File: config.mk
export PLATFORM = sky130hd
export DESIGN_NAME = instr_encoder_loader
export DESIGN_NICKNAME = d
export VERILOG_FILES = /design/src/rtl/instr_encoder_loader.sv
export SDC_FILE = /design/constraint.sdc
export NUM_CORES = 1
export LEC_CHECK = 0
export BUFFER_PORTS_ARGS = -buffer_cell sky130_fd_sc_hd__buf_2
export CAP_MARGIN = 25
export CORE_ASPECT_RATIO = 1.1
export CORE_MARGIN = 3
export CORE_UTILIZATION = 49
export CTS_CLUSTER_SIZE = 40
export DETAILED_ROUTE_END_ITERATION = 10
export PLACE_DENSITY = 0.91
export SYNTH_ARGS = -nofsm -noshare
export SYNTH_HDL_FRONTEND = slang
export SYNTH_SLANG_ARGS = --single-unit
File: constraint.sdc
create_clock -name clk -period 2.7 [get_ports clk]
set_clock_uncertainty 0.15 [all_clocks]
set_input_delay 0.405 -clock clk [delete_from_list [all_inputs] [get_ports clk]]
set_output_delay 0.405 -clock clk [all_outputs]
set_load 0.02 [all_outputs]
File: src/rtl/instr_encoder_loader.sv
// KGP-RISC field-bundle encoder that streams 32-bit instruction words into instruction memory.
// Optional build macro ENC_RANGE_CHECK_EN rejects bundles whose fields overflow their encoded width.
module instr_encoder_loader #(
   parameter int ADDR_W = 10
) (
   input  logic              clk,
   input  logic              rst_n,
   input  logic              start,
   input  logic [ADDR_W-1:0] base_addr,
   input  logic              in_valid,
   output logic              in_ready,
   input  logic              in_last,
   input  logic [2:0]        opcode,
   input  logic [3:0]        func_code,
   input  logic [4:0]        rs,
   input  logic [4:0]        rt,
   input  logic [31:0]       imm,
   input  logic [31:0]       label,
   output logic              mem_we,
   output logic [ADDR_W-1:0] mem_addr,
   output logic [31:0]       mem_wdata,
   output logic              busy,
   output logic              done,
   output logic              err,
   output logic              wrap,
   output logic [ADDR_W:0]   word_count
);

`ifdef ENC_RANGE_CHECK_EN
   localparam bit RangeCheck = 1'b1;
`else
   localparam bit RangeCheck = 1'b0;
`endif

   localparam logic [ADDR_W:0] CountMax = {1'b1, {ADDR_W{1'b0}}};

   typedef enum logic [1:0] {IDLE, LOAD, WRITE, DONE} state_t;

   state_t            state;
   state_t            state_next;
   logic [ADDR_W-1:0] addr;
   logic              last_q;
   logic [31:0]       enc_word;
   logic              op_ok;
   logic              range_ok;
   logic              legal;
   logic              accept;

   assign accept = in_valid && in_ready;

   // Pack the fields by format tag and decide whether the bundle may be written at all.
   always_comb begin
      enc_word        = '0;
      op_ok           = 1'b1;
      range_ok        = 1'b1;
      enc_word[31:29] = opcode;
      case (opcode)
         3'b000: begin
            enc_word[28:24] = rs;
            enc_word[23:19] = rt;
            enc_word[18:14] = imm[4:0];
            enc_word[13:10] = func_code;
            range_ok        = (imm[31:5] == '0);
         end
         3'b001: begin
            enc_word[28:24] = rs;
            enc_word[23:4]  = imm[19:0];
            enc_word[3:0]   = func_code;
            range_ok        = (&imm[31:19]) || (~|imm[31:19]);
         end
         3'b010: begin
            enc_word[28:24] = rs;
            enc_word[23:19] = rt;
            enc_word[18:1]  = imm[17:0];
            enc_word[0]     = func_code[0];
            range_ok        = ((&imm[31:17]) || (~|imm[31:17])) && (func_code[3:1] == 3'b000);
         end
         3'b011: begin
            enc_word[28:4] = label[24:0];
            enc_word[3:0]  = func_code;
            range_ok       = (label[31:25] == '0);
         end
         3'b100: begin
            enc_word[28:24] = rs;
            enc_word[23:20] = func_code;
         end
         3'b101: begin
            enc_word[28:24] = rs;
            enc_word[23:4]  = label[19:0];
            enc_word[3:0]   = func_code;
            range_ok        = (label[31:20] == '0);
         end
         default: op_ok = 1'b0;
      endcase
      legal = op_ok && (range_ok || !RangeCheck);
   end

   always_comb begin
      state_next = state;
      case (state)
         IDLE:    if (start) state_next = LOAD;
         LOAD: begin
            if (accept) begin
               if (legal)        state_next = WRITE;
               else if (in_last) state_next = DONE;
            end
         end
         WRITE:   state_next = last_q ? DONE : LOAD;
         DONE:    state_next = IDLE;
         default: state_next = IDLE;
      endcase
   end

   // Status outputs are registered from the next state so they line up with the state they describe.
   always_ff @(posedge clk) begin
      if (!rst_n) begin
         state      <= IDLE;
         addr       <= '0;
         last_q     <= 1'b0;
         in_ready   <= 1'b0;
         mem_we     <= 1'b0;
         mem_addr   <= '0;
         mem_wdata  <= '0;
         busy       <= 1'b0;
         done       <= 1'b0;
         err        <= 1'b0;
         wrap       <= 1'b0;
         word_count <= '0;
      end else begin
         state    <= state_next;
         in_ready <= (state_next == LOAD);
         mem_we   <= (state_next == WRITE);
         busy     <= (state_next != IDLE);
         done     <= (state_next == DONE);
         err      <= (state == LOAD) && accept && !legal;

         if (state == IDLE && start) begin
            addr       <= base_addr;
            wrap       <= 1'b0;
            word_count <= '0;
         end

         if (state == LOAD && accept && legal) begin
            mem_wdata <= enc_word;
            mem_addr  <= addr;
            last_q    <= in_last;
         end

         // Address keeps rolling after a wrap; only the sticky flag records it.
         if (state == WRITE) begin
            addr <= addr + ADDR_W'(1);
            if (&addr) wrap <= 1'b1;
            if (word_count != CountMax) word_count <= word_count + (ADDR_W+1)'(1);
         end
      end
   end

endmodule

==> results of run 1 <==
-- cells in the mapped netlist (all sizes together), types with 2 or more instances --
master	count	area (um2)
o32ai	4	35.0
xor2	3	26.3
a211oi	2	15.0
buf	13	63.8
dfxtp	72	1440
or4b	2	23.8
o41ai	2	36.3
nor3	4	20.0
nor4	2	18.8
mux2	12	135
a32oi	3	26.3
inv	16	60.1
o211ai	6	45.0
mux2i	13	130
a21o	2	16.3
nand4	4	25.0
nand3b	9	67.6
nor2	21	78.8
and4	2	17.5
a21oi	43	215
nand2b	7	43.8
nor3b	2	20.0
a221oi	8	70.1
and3	5	31.3
o21ai	27	135
or2	2	12.5
a22o	10	87.6
ha	3	37.5
nand4b	2	17.5
a22oi	12	90.1
a31oi	2	12.5
nand2	58	220
o2bb2ai	12	105
clkbuf	22	82.6
nand3	13	65.1
nor2b	8	57.6
a311oi	4	35.0
a222oi	2	20.0
-- report_power, final --
| part | switching, uW | total, uW | internal, uW |
|---|---|---|---|
| clock | 439 | 895 | 456 |
| combinational | 186 | 330 | 144 |
| sequential | 24.4 | 1110 | 1080 |
| total | 650 | 2330 | 1680 |
-- layout by cell type (no fill, tap or decap), types with 13 or more instances in the layout --
master	n
mux2i_1	13
nand2_1	57
inv_1	16
dfxtp_1	72
a21oi_1	42
o21ai_0	27
nand3_1	13
buf_2	135
nor2_1	21
-- layer usage --
metal / global-route usage / vias up / share of wire
met5: 0 / - / 0
met4: 0.104 / 0 / 0.023
met3: 0.0534 / 21 / 0.092
met2: 0.425 / 195 / 0.49
met1: 0.298 / 1860 / 0.40
li1: - / 1922 / -
-- worst max-delay path: stages (launching register included) --
cell,delay (ns)
dfxtp_1,0.53
nand4b_1,0.25
a21oi_2,0.47
o211ai_1,0.45
o2bb2ai_1,0.26
-- metrics by stage --
stage                     cell area, um2  cells  power [uW]  utilization  worst slack, ns
after floorplan                     3820    454        1330            -            0.707
after CTS                           4770    686        2340        0.634            0.522
after detailed placement            4560    670        1460        0.607            0.556
after global routing                4770    686        2420        0.634            0.282
after global placement              4560    670        1450        0.607            0.609
final                               4770    687        2330        0.635            0.519
-- how the worst min path moves through the flow --
stage,slack (ns),endpoint,startpoint
after floorplan,0.29,last_q$_SDFFE_PN0P_,last_q$_SDFFE_PN0P_
after global placement,0.29,mem_addr[1]$_SDFFE_PN0P_,mem_addr[1]$_SDFFE_PN0P_
after detailed placement,0.29,mem_wdata[18]$_SDFFE_PN0P_,mem_wdata[18]$_SDFFE_PN0P_
after CTS,0.12,addr[7]$_SDFFE_PN0P_,base_addr[7]
after global routing,0.15,addr[7]$_SDFFE_PN0P_,base_addr[7]
final,0.13,addr[7]$_SDFFE_PN0P_,base_addr[7]
-- registers in the layout, indices dropped and copies added, names as in the netlist --
register / count
mem_wdata: 32
word_count: 11
addr: 10
mem_addr: 10
state: 2
busy: 1
done: 1
err: 1
in_ready: 1
last_q: 1
mem_we: 1
wrap: 1
-- logic make-up after synthesis --
| kind of cell | after synthesis | share of synthesized area |
|---|---|---|
| flip-flops | 72 | 0.378 |
| XOR/XNOR | 4 | 0.00918 |
| AO/OA/AOI/OAI | 151 | 0.278 |
| adder cells (fa/ha/maj) | 3 | 0.00984 |
| multiplexers | 25 | 0.0695 |
| buffers and inverters | 52 | 0.0551 |
| AND/OR/NAND/NOR | 147 | 0.201 |
-- final cells by class --
type                       count  area, um2
fill                         654       2750
clock inverter                 6       65.1
tap                          105        131
sequential                    72       1440
inverter                      17       63.8
timing repair buffer         146        758
multi-input combinational    330       2170
clock buffer                  10        138
antenna                        1       2.50
==> run_results.csv, run 1 <==
group,metric,value,unit
outcome,status,"complete, no violations",
min_path,worstHoldPathType,"in -> reg",
critical_path,critPathCaptureType,"flop",
sta,fin_crit,2.18,ns
cts,tritoncts,"yes",
cts,postCtsSetupRepairBufs,0,
sta,drv_slew,0,
sta,relSlewSlack,0.382,
critical_path,worstPathRequired,2.82,ns
critical_path,cp-startpoint,"state[0]$_SDFF_PN0_",
die,coreArea,7510,um2
drt,avgRoutedWirePerCell,16.0,um
grt,grt_remaining_overflow,0,
cts,clk_pin_slew_worst_paths,0.09,ns
min_path,hold_depth,3,
critical_path,endpoint,"mem_wdata[12]$_SDFFE_PN0P_",
synth,yosysSeqAreaShare,0.378,
job,cap_viol_max_count,0,
critical_path,reg2reg_to,"mem_wdata[12]$_SDFFE_PN0P_",
die,die-width,90.1,um
synth,synth_nets,553,
cts,clk_latency,0.35,ns
synth,ys_types,67,
synth,synth-warning-count,0,
sta,tightestPinTransition,0.923,ns
drt,routed_via_density,5.82,
grt,grt_antenna_before_repair,0,
cts,cts_resized,0,
synth,syn_inst,454,
drt,vias,3998,
grt,grt_pass1_vias,3912,
finish,fin_nets,675,
die,rows,33,
finish,syn_to_final_growth,25.0,%
synth,ys.flop_type,"dfxtp_1",
synth,synth.cell_area,3820,um2
die,die_h,98.6,um
synth,synth-edff-count,0,
critical_path,r2r_start,"state[0]$_SDFF_PN0_",
sta,fmax,0.458,GHz
critical_path,critPathMaxFanout,14,
cts,postCtsHoldBufs,0,
drt,drtPass1Iterations,5,
sta,final.period_utilization,0.808,
die,io_pins,155,
finish,drive_gt1_frac,0.325,
pwr,peakVddDrop,313,uV
placed_design,gp_congestion,0.880,
grt,grt_pass1_wl,18100,um
critical_path,r2r_slack,0.52,ns
drt,ant_nets,0,
critical_path,worst_ep_arrival_time,2.31,ns
die,initial_core_util,0.508,
drt,drc_errors,0,
pwr,p_per_area,489,nW/um2
sta,rsz0062_at_grt,"no",
pwr,p_leak,0.00208,uW
sta,holdWs,0.134,ns
cts,cts.sinks,72,
cts,clockRootBuffer,"clkbuf_8",
placed_design,port_buffers,135,
synth,ys_seq_elements,72,
cts,clock_path_buffers,2,
drt,routed_wirelength,11000,um
critical_path,path_class,"reg -> reg",
critical_path,ff2ff_path_depth,4,
sta,setup_viol,0,
sta,hold_violations,0,
critical_path,start_kind,"flop",
sta,final.setup.tns,0,ns
grt,grtUsageTotal,0.246,
synth,avgSynthCellArea,8.41,um2
cts,cts_buffers,9,
die,die_area,8880,um2
cts,htree_levels,3,
grt,grt_start_max_net_pins,29,
synth,async_flop_share,0,
drt,initialDrtViolationCount,137,
placed_design,post-dp-hpwl,8160,um
Power figures use the tool's default switching activity.
==> run 2, diff against run 1 <==
--- a/config.mk
+++ b/config.mk
@@ -9,10 +9,10 @@
 export CAP_MARGIN = 25
 export CORE_ASPECT_RATIO = 1.1
 export CORE_MARGIN = 3
-export CORE_UTILIZATION = 49
+export CORE_UTILIZATION = 44
 export CTS_CLUSTER_SIZE = 40
 export DETAILED_ROUTE_END_ITERATION = 10
-export PLACE_DENSITY = 0.91
+export PLACE_DENSITY = 0.87
 export SYNTH_ARGS = -nofsm -noshare
 export SYNTH_HDL_FRONTEND = slang
 export SYNTH_SLANG_ARGS = --single-unit
==> constraint.sdc (replaced) <==
create_clock -name clk -period 1.9 [get_ports clk]
set_clock_uncertainty 0.15 [all_clocks]
set_input_delay 0.285 -clock clk [delete_from_list [all_inputs] [get_ports clk]]
set_output_delay 0.285 -clock clk [all_outputs]
set_load 0.02 [all_outputs]
==> run 2 against run 1 <==
Core utilization down 3.6 points. Fmax up 16%. Routed wire length up 8.2%. Via count up 3.6%. Final cell count up 4.9%. Largest cell class unchanged. Highest routed layer unchanged. Register-to-register slack worse by 0.49 ns. Critical path depth up 3. Global-route usage down 0.95 points. Sequential cell count unchanged. Combinational power up 54%. Clock power up 40%. Critical path type unchanged.
==> run_results.csv, run 2 (synthesis gave the netlist of run 1 again) <==
group,metric,value,unit
cts,clock_path_buffers,2,
placed_design,post-dp-hpwl,8980,um
die,rows,35,
drt,routed_via_density,5.74,
placed_design,place_inst,703,
finish,largest_reg_flops,32,
die,io_pins,155,
sta,rsz0062_at_grt,"yes",
sta,fin_crit,1.88,ns
die,die-width,94.8,um
critical_path,r2r_slack,0.02,ns
die,die_area,9830,um2
critical_path,start_kind,"flop",
grt,grt_antenna_before_repair,0,
sta,drv_slew,0,
sta,setup_viol,0,
cts,clk_latency,0.34,ns
cts,cts.sinks,72,
finish,instances_no_fill,721,
placed_design,post-place-ws,-0.0435,ns
drt,avgRoutedWirePerCell,16.5,um
critical_path,reg2reg_to,"word_count[5]$_SDFF_PN0_",
sta,tightestPinTransition,0.554,ns
grt,grt_start_max_net_pins,33,
grt,grt_pass1_vias,4129,
finish,top_register,"mem_wdata",
min_path,worstHoldPathType,"in -> reg",
critical_path,worstPathRequired,2.02,ns
pwr,p_per_area,662,nW/um2
finish,top_regs,"mem_wdata x32, word_count x11",
die,die_h,104,um
sta,holdWs,0.0406,ns
placed_design,gp_congestion,0.873,
sta,fmax,0.533,GHz
die,coreArea,8410,um2
min_path,hold_depth,3,
pwr,p_leak,0.00224,uW
finish,syn_to_final_growth,31.9,%
placed_design,port_buffers,135,
cts,clockRootBuffer,"clkbuf_8",
critical_path,critPathCaptureType,"flop",
finish,final_common_cell,"buf_2",
cts,tritoncts,"yes",
sta,final.setup.tns,0,ns
sta,final.period_utilization,0.987,
critical_path,path_class,"reg -> reg",
drt,routed_wirelength,11900,um
cts,postCtsHoldBufs,0,
critical_path,cp-startpoint,"word_count[0]$_SDFF_PN0_",
critical_path,critPathMaxFanout,4,
finish,layout_common_cells,"buf_2, dfxtp_1, nand2_1, a21oi_1, buf_4",
drt,drtPass1Iterations,5,
pwr,peakVddDrop,419,uV
grt,grt_pass1_wl,18800,um
drt,vias,4140,
critical_path,ff2ff_path_depth,7,
grt,grtUsageTotal,0.237,
critical_path,r2r_start,"word_count[0]$_SDFF_PN0_",
critical_path,worst_ep_arrival_time,2.00,ns
sta,postLayoutSetupSlackWorst,0.0246,ns
drt,initialDrtViolationCount,179,
cts,cts_buffers,9,
sta,hold_violations,0,
die,initial_core_util,0.454,
finish,n_antenna_cell,0,
cts,htree_levels,3,
outcome,status,"complete, no violations",
critical_path,endpoint,"word_count[5]$_SDFF_PN0_",
cts,clk_pin_slew_worst_paths,0.09,ns
job,cap_viol_max_count,0,
drt,ant_nets,0,
drt,drc_errors,0,
finish,fin_nets,704,
grt,grt_remaining_overflow,0,
finish,drive_gt1_frac,0.370,
sta,relSlewSlack,0.630,
[run 2: cell count changes in the layout (fill, tap and decap cells not counted), sizes merged]
cell | previous run | this run
buf | 146 | 175
clkinvlp | 1 | 2
diode | 1 | 0
clkbuf | 10 | 9
[run 2: per-stage QoR]
| step | power, uW | util | instance area, um2 |
|---|---|---|---|
| global placement | 2090 | 0.570 | 4790 |
| CTS | 3350 | 0.594 | 5000 |
| detailed placement | 2110 | 0.570 | 4790 |
| finish | 3330 | 0.599 | 5030 |
| floorplan | 1890 | - | 3820 |
| global route | 3470 | 0.599 | 5030 |
[run 2: worst min-delay path by stage]
stage / slack [ns] / start / endpoint
global placement: 0.29 / mem_addr[1]$_SDFFE_PN0P_ / mem_addr[1]$_SDFFE_PN0P_
global route: 0.02 / base_addr[7] / addr[7]$_SDFFE_PN0P_
floorplan: 0.27 / in_last / last_q$_SDFFE_PN0P_
detailed placement: 0.29 / mem_addr[6]$_SDFFE_PN0P_ / mem_addr[6]$_SDFFE_PN0P_
CTS: 0.01 / base_addr[7] / addr[7]$_SDFFE_PN0P_
finish: 0.04 / base_addr[7] / addr[7]$_SDFFE_PN0P_
[run 2: routing by layer]
metal	share of wire	GRT usage	wire [um]
met5	0	0	0
met4	0.025	0.0887	295
met3	0.084	0.0654	993
met2	0.50	0.406	5930
met1	0.39	0.277	4670
[run 2: critical path: stages (launching register included)]
cell	delay, ns
dfxtp_4	0.35
inv_2	0.05
ha_1	0.13
or4b_4	0.47
o41ai_4	0.26
buf_4	0.19
nand3_1	0.07
a21oi_1	0.15
[run 2: final cells by class]
type | count | area (um2)
inverter | 17 | 63.8
tap | 111 | 139
fill | 747 | 3380
clock inverter | 7 | 78.8
clock buffer | 9 | 124
timing repair buffer | 175 | 988
multi-input combinational | 330 | 2190
sequential | 72 | 1450
[run 2: power by group]
part | total, uW | switching (uW) | internal (uW) | leakage (uW)
logic | 507 | 281 | 227 | 0.00156
registers | 1570 | 32.4 | 1540 | 0.000584
clock network | 1250 | 633 | 620 | 0.0000977
total | 3330 | 946 | 2390 | 0.00224
[run 2: repair_timing]
action | 4_1_cts | 5_1_grt
buffers inserted | 0 | 2
pin swaps | 1 | 0
resized for setup | 0 | 5
endpoints found under the setup margin | 3 | 37
==> run 3, diff against run 2 <==
--- a/config.mk
+++ b/config.mk
@@ -5,8 +5,9 @@
 export SDC_FILE = /design/constraint.sdc
 export NUM_CORES = 1
 export LEC_CHECK = 0
+export ABC_AREA = 1
 export BUFFER_PORTS_ARGS = -buffer_cell sky130_fd_sc_hd__buf_2
-export CAP_MARGIN = 25
+export CAP_MARGIN = 20
 export CORE_ASPECT_RATIO = 1.1
 export CORE_MARGIN = 3
 export CORE_UTILIZATION = 44
==> run 3 against run 2 <==
Global-route usage up 0.21 points. Sequential cell count unchanged. Final cell count up 15%. Largest cell class unchanged. Critical path depth up 1. Total power up 6.4%. Highest routed layer unchanged. Clock power up 23%. Sequential share of layout area up 1.2 points. Die area down 1.2%.
==> run_results.csv, run 3 <==
group,metric,value,unit
outcome,status,"complete, no violations",
sta,tightestPinTransition,0.435,ns
grt,grt_pass1_vias,3977,
cts,cts.sinks,72,
grt,grtUsageTotal,0.239,
synth,ys_types,29,
cts,cts_buffers,9,
cts,htree_levels,3,
grt,grt_antenna_before_repair,0,
cts,clockRootBuffer,"clkbuf_8",
drt,dr_wl_met3,1070,um
placed_design,place_inst,815,
synth,synth.cell_area,3770,um2
synth,async_flop_share,0,
sta,hold_violations,0,
sta,final.setup.tns,0,ns
synth,ys_seq_elements,72,
die,die-width,94.2,um
cts,clock_path_buffers,2,
synth,ys.flop_type,"dfxtp_1",
placed_design,gp_congestion,0.936,
drt,drtPass1Iterations,6,
die,die_area,9710,um2
synth,synth-warning-count,0,
pwr,p_leak,0.00237,uW
job,cap_viol_max_count,0,
cts,clk_pin_slew_worst_paths,0.08,ns
synth,yosysTopAreaCell,"dfxtp_1",
die,io_pins,155,
drt,drc_errors,0,
pwr,p_per_area,737,nW/um2
sta,fin_crit,1.68,ns
synth,synth_area_leaders,"dfxtp_1, nand2_1, a21oi_1, nand3_1, nor2_1",
grt,grt_start_max_net_pins,36,
sta,final.period_utilization,0.887,
drt,wl_met2,5590,um
sta,fmax,0.593,GHz
critical_path,critPathMaxFanout,10,
finish,nFillCells,774,
critical_path,worstPathRequired,2.00,ns
synth,yosysSeqAreaShare,0.383,
die,initial_core_util,0.464,
synth,synth_top_area_share,0.383,
finish,top_regs,"mem_wdata x32, word_count x11",
critical_path,start_kind,"flop",
placed_design,post-dp-hpwl,8620,um
finish,final_common_cell,"nand2_1",
finish,n_antenna_cell,0,
cts,postCtsSetupRepairBufs,0,
finish,instances_no_fill,831,
sta,rsz0062_at_grt,"no",
finish,largest_reg_flops,32,
synth,synth_nets,682,
synth,synth-edff-count,0,
synth,syn_inst,583,
finish,layout_common_cells,"nand2_1, buf_2, dfxtp_1, a21oi_1, nand3_1",
min_path,worstHoldPathType,"in -> reg",
sta,relSlewSlack,0.710,
grt,grt_remaining_overflow,0,
finish,fin_nets,817,
die,rows,34,
cts,tritoncts,"yes",
critical_path,worst_ep_arrival_time,1.79,ns
drt,initialDrtViolationCount,224,
drt,top_layer,"met4",
critical_path,r2r_slack,0.22,ns
drt,vias,4301,
drt,avgRoutedWirePerCell,13.8,um
critical_path,critPathCaptureType,"flop",
cts,postCtsHoldBufs,0,
finish,top_register,"mem_wdata",
drt,wl_met1,4590,um
finish,syn_to_final_growth,27.7,%
synth,synth_common_cells,"nand2_1, dfxtp_1, a21oi_1",
sta,drv_slew,0,
sta,setup_viol,0,
drt,routed_via_density,5.18,
drt,ant_nets,0,
drt,routed_wirelength,11500,um
finish,drive_gt1_frac,0.253,
die,die_h,103,um
cts,cts_resized,0,
synth,yosysMostFrequentCell,"nand2_1",
placed_design,port_buffers,135,
pwr,peakVddDrop,446,uV
grt,grt_pass1_wl,18300,um
synth,avgSynthCellArea,6.46,um2
critical_path,path_class,"reg -> reg",
cts,clk_latency,0.36,ns
die,coreArea,8130,um2
## run 3: cell count changes in the layout (fill, tap and decap cells not counted), sizes merged, moves of 10 or more
cell     before  now
nand2        58  189
nand3        13   58
nor2         21   61
inv          18   53
buf         175  149
a21oi        43   61
mux2i        13    0
a22oi        12    0
mux2         12    0
o2bb2ai      12    0
a22o         10    0
## run 3: worst paths after layout
check	from	endpoint	depth (start not counted)
max	state[0]$_SDFF_PN0_	word_count[1]$_SDFF_PN0_	8
min	label[18]	mem_wdata[22]$_SDFFE_PN0P_	3
max reg2reg	state[0]$_SDFF_PN0_	word_count[1]$_SDFF_PN0_	8
min reg2reg	last_q$_SDFFE_PN0P_	last_q$_SDFFE_PN0P_	2
## run 3: power by group
| part | internal, uW | switching [uW] |
|---|---|---|
| clock network | 889 | 650 |
| logic | 160 | 272 |
| registers | 1550 | 27.8 |
| total | 2590 | 950 |
## run 3: cell type report
cell class / count / area [um2] / area share
clock buffer: 9 / 124 / 0.0258
clock inverter: 7 / 125 / 0.0260
inverter: 51 / 193 / 0.0401
multi-input combinational: 435 / 1990 / 0.413
sequential: 72 / 1440 / 0.300
tap: 108 / 135 / 0.0281
timing repair buffer: 149 / 806 / 0.168
## run 3: cell families after synthesis
kind of cell / count (synthesis) / share of synthesized area
XOR/XNOR: 4 / 0.00930
flip-flops: 72 / 0.383
AND/OR/NAND/NOR: 325 / 0.366
AO/OA/AOI/OAI: 103 / 0.142
buffers and inverters: 76 / 0.0900
adder cells (fa/ha/maj): 3 / 0.00997
## run 3: critical path, stage by stage (launching register included)
cell and delay [ns]:
dfxtp_1 0.35, inv_2 0.10, nand2_2 0.16, nor2_2 0.39, inv_1 0.18, nand2_1 0.09, nand2_1 0.05, nand2_1 0.07
nor2_1 0.04
## run 3: per-stage QoR
stage	area, um2	hold slack [ns]	total power, uW	setup slack [ns]	utilization
after global routing	4810	0.0344	3690	0.0745	0.592
after detailed placement	4560	0.295	2030	0.204	0.561
final	4810	0.0339	3540	0.215	0.592
after CTS	4810	0.0251	3560	0.231	0.592
after floorplan	3770	0.275	1850	0.395	-
after global placement	4560	0.283	2030	0.253	0.561
## run 3: routing by layer
| layer | GRT usage | vias to the layer above |
|---|---|---|
| met5 | 0 | - |
| met3 | 0.0723 | 23 |
| met2 | 0.415 | 200 |
| met4 | 0.0844 | 0 |
| li1 | - | 2155 |
| met1 | 0.280 | 1923 |
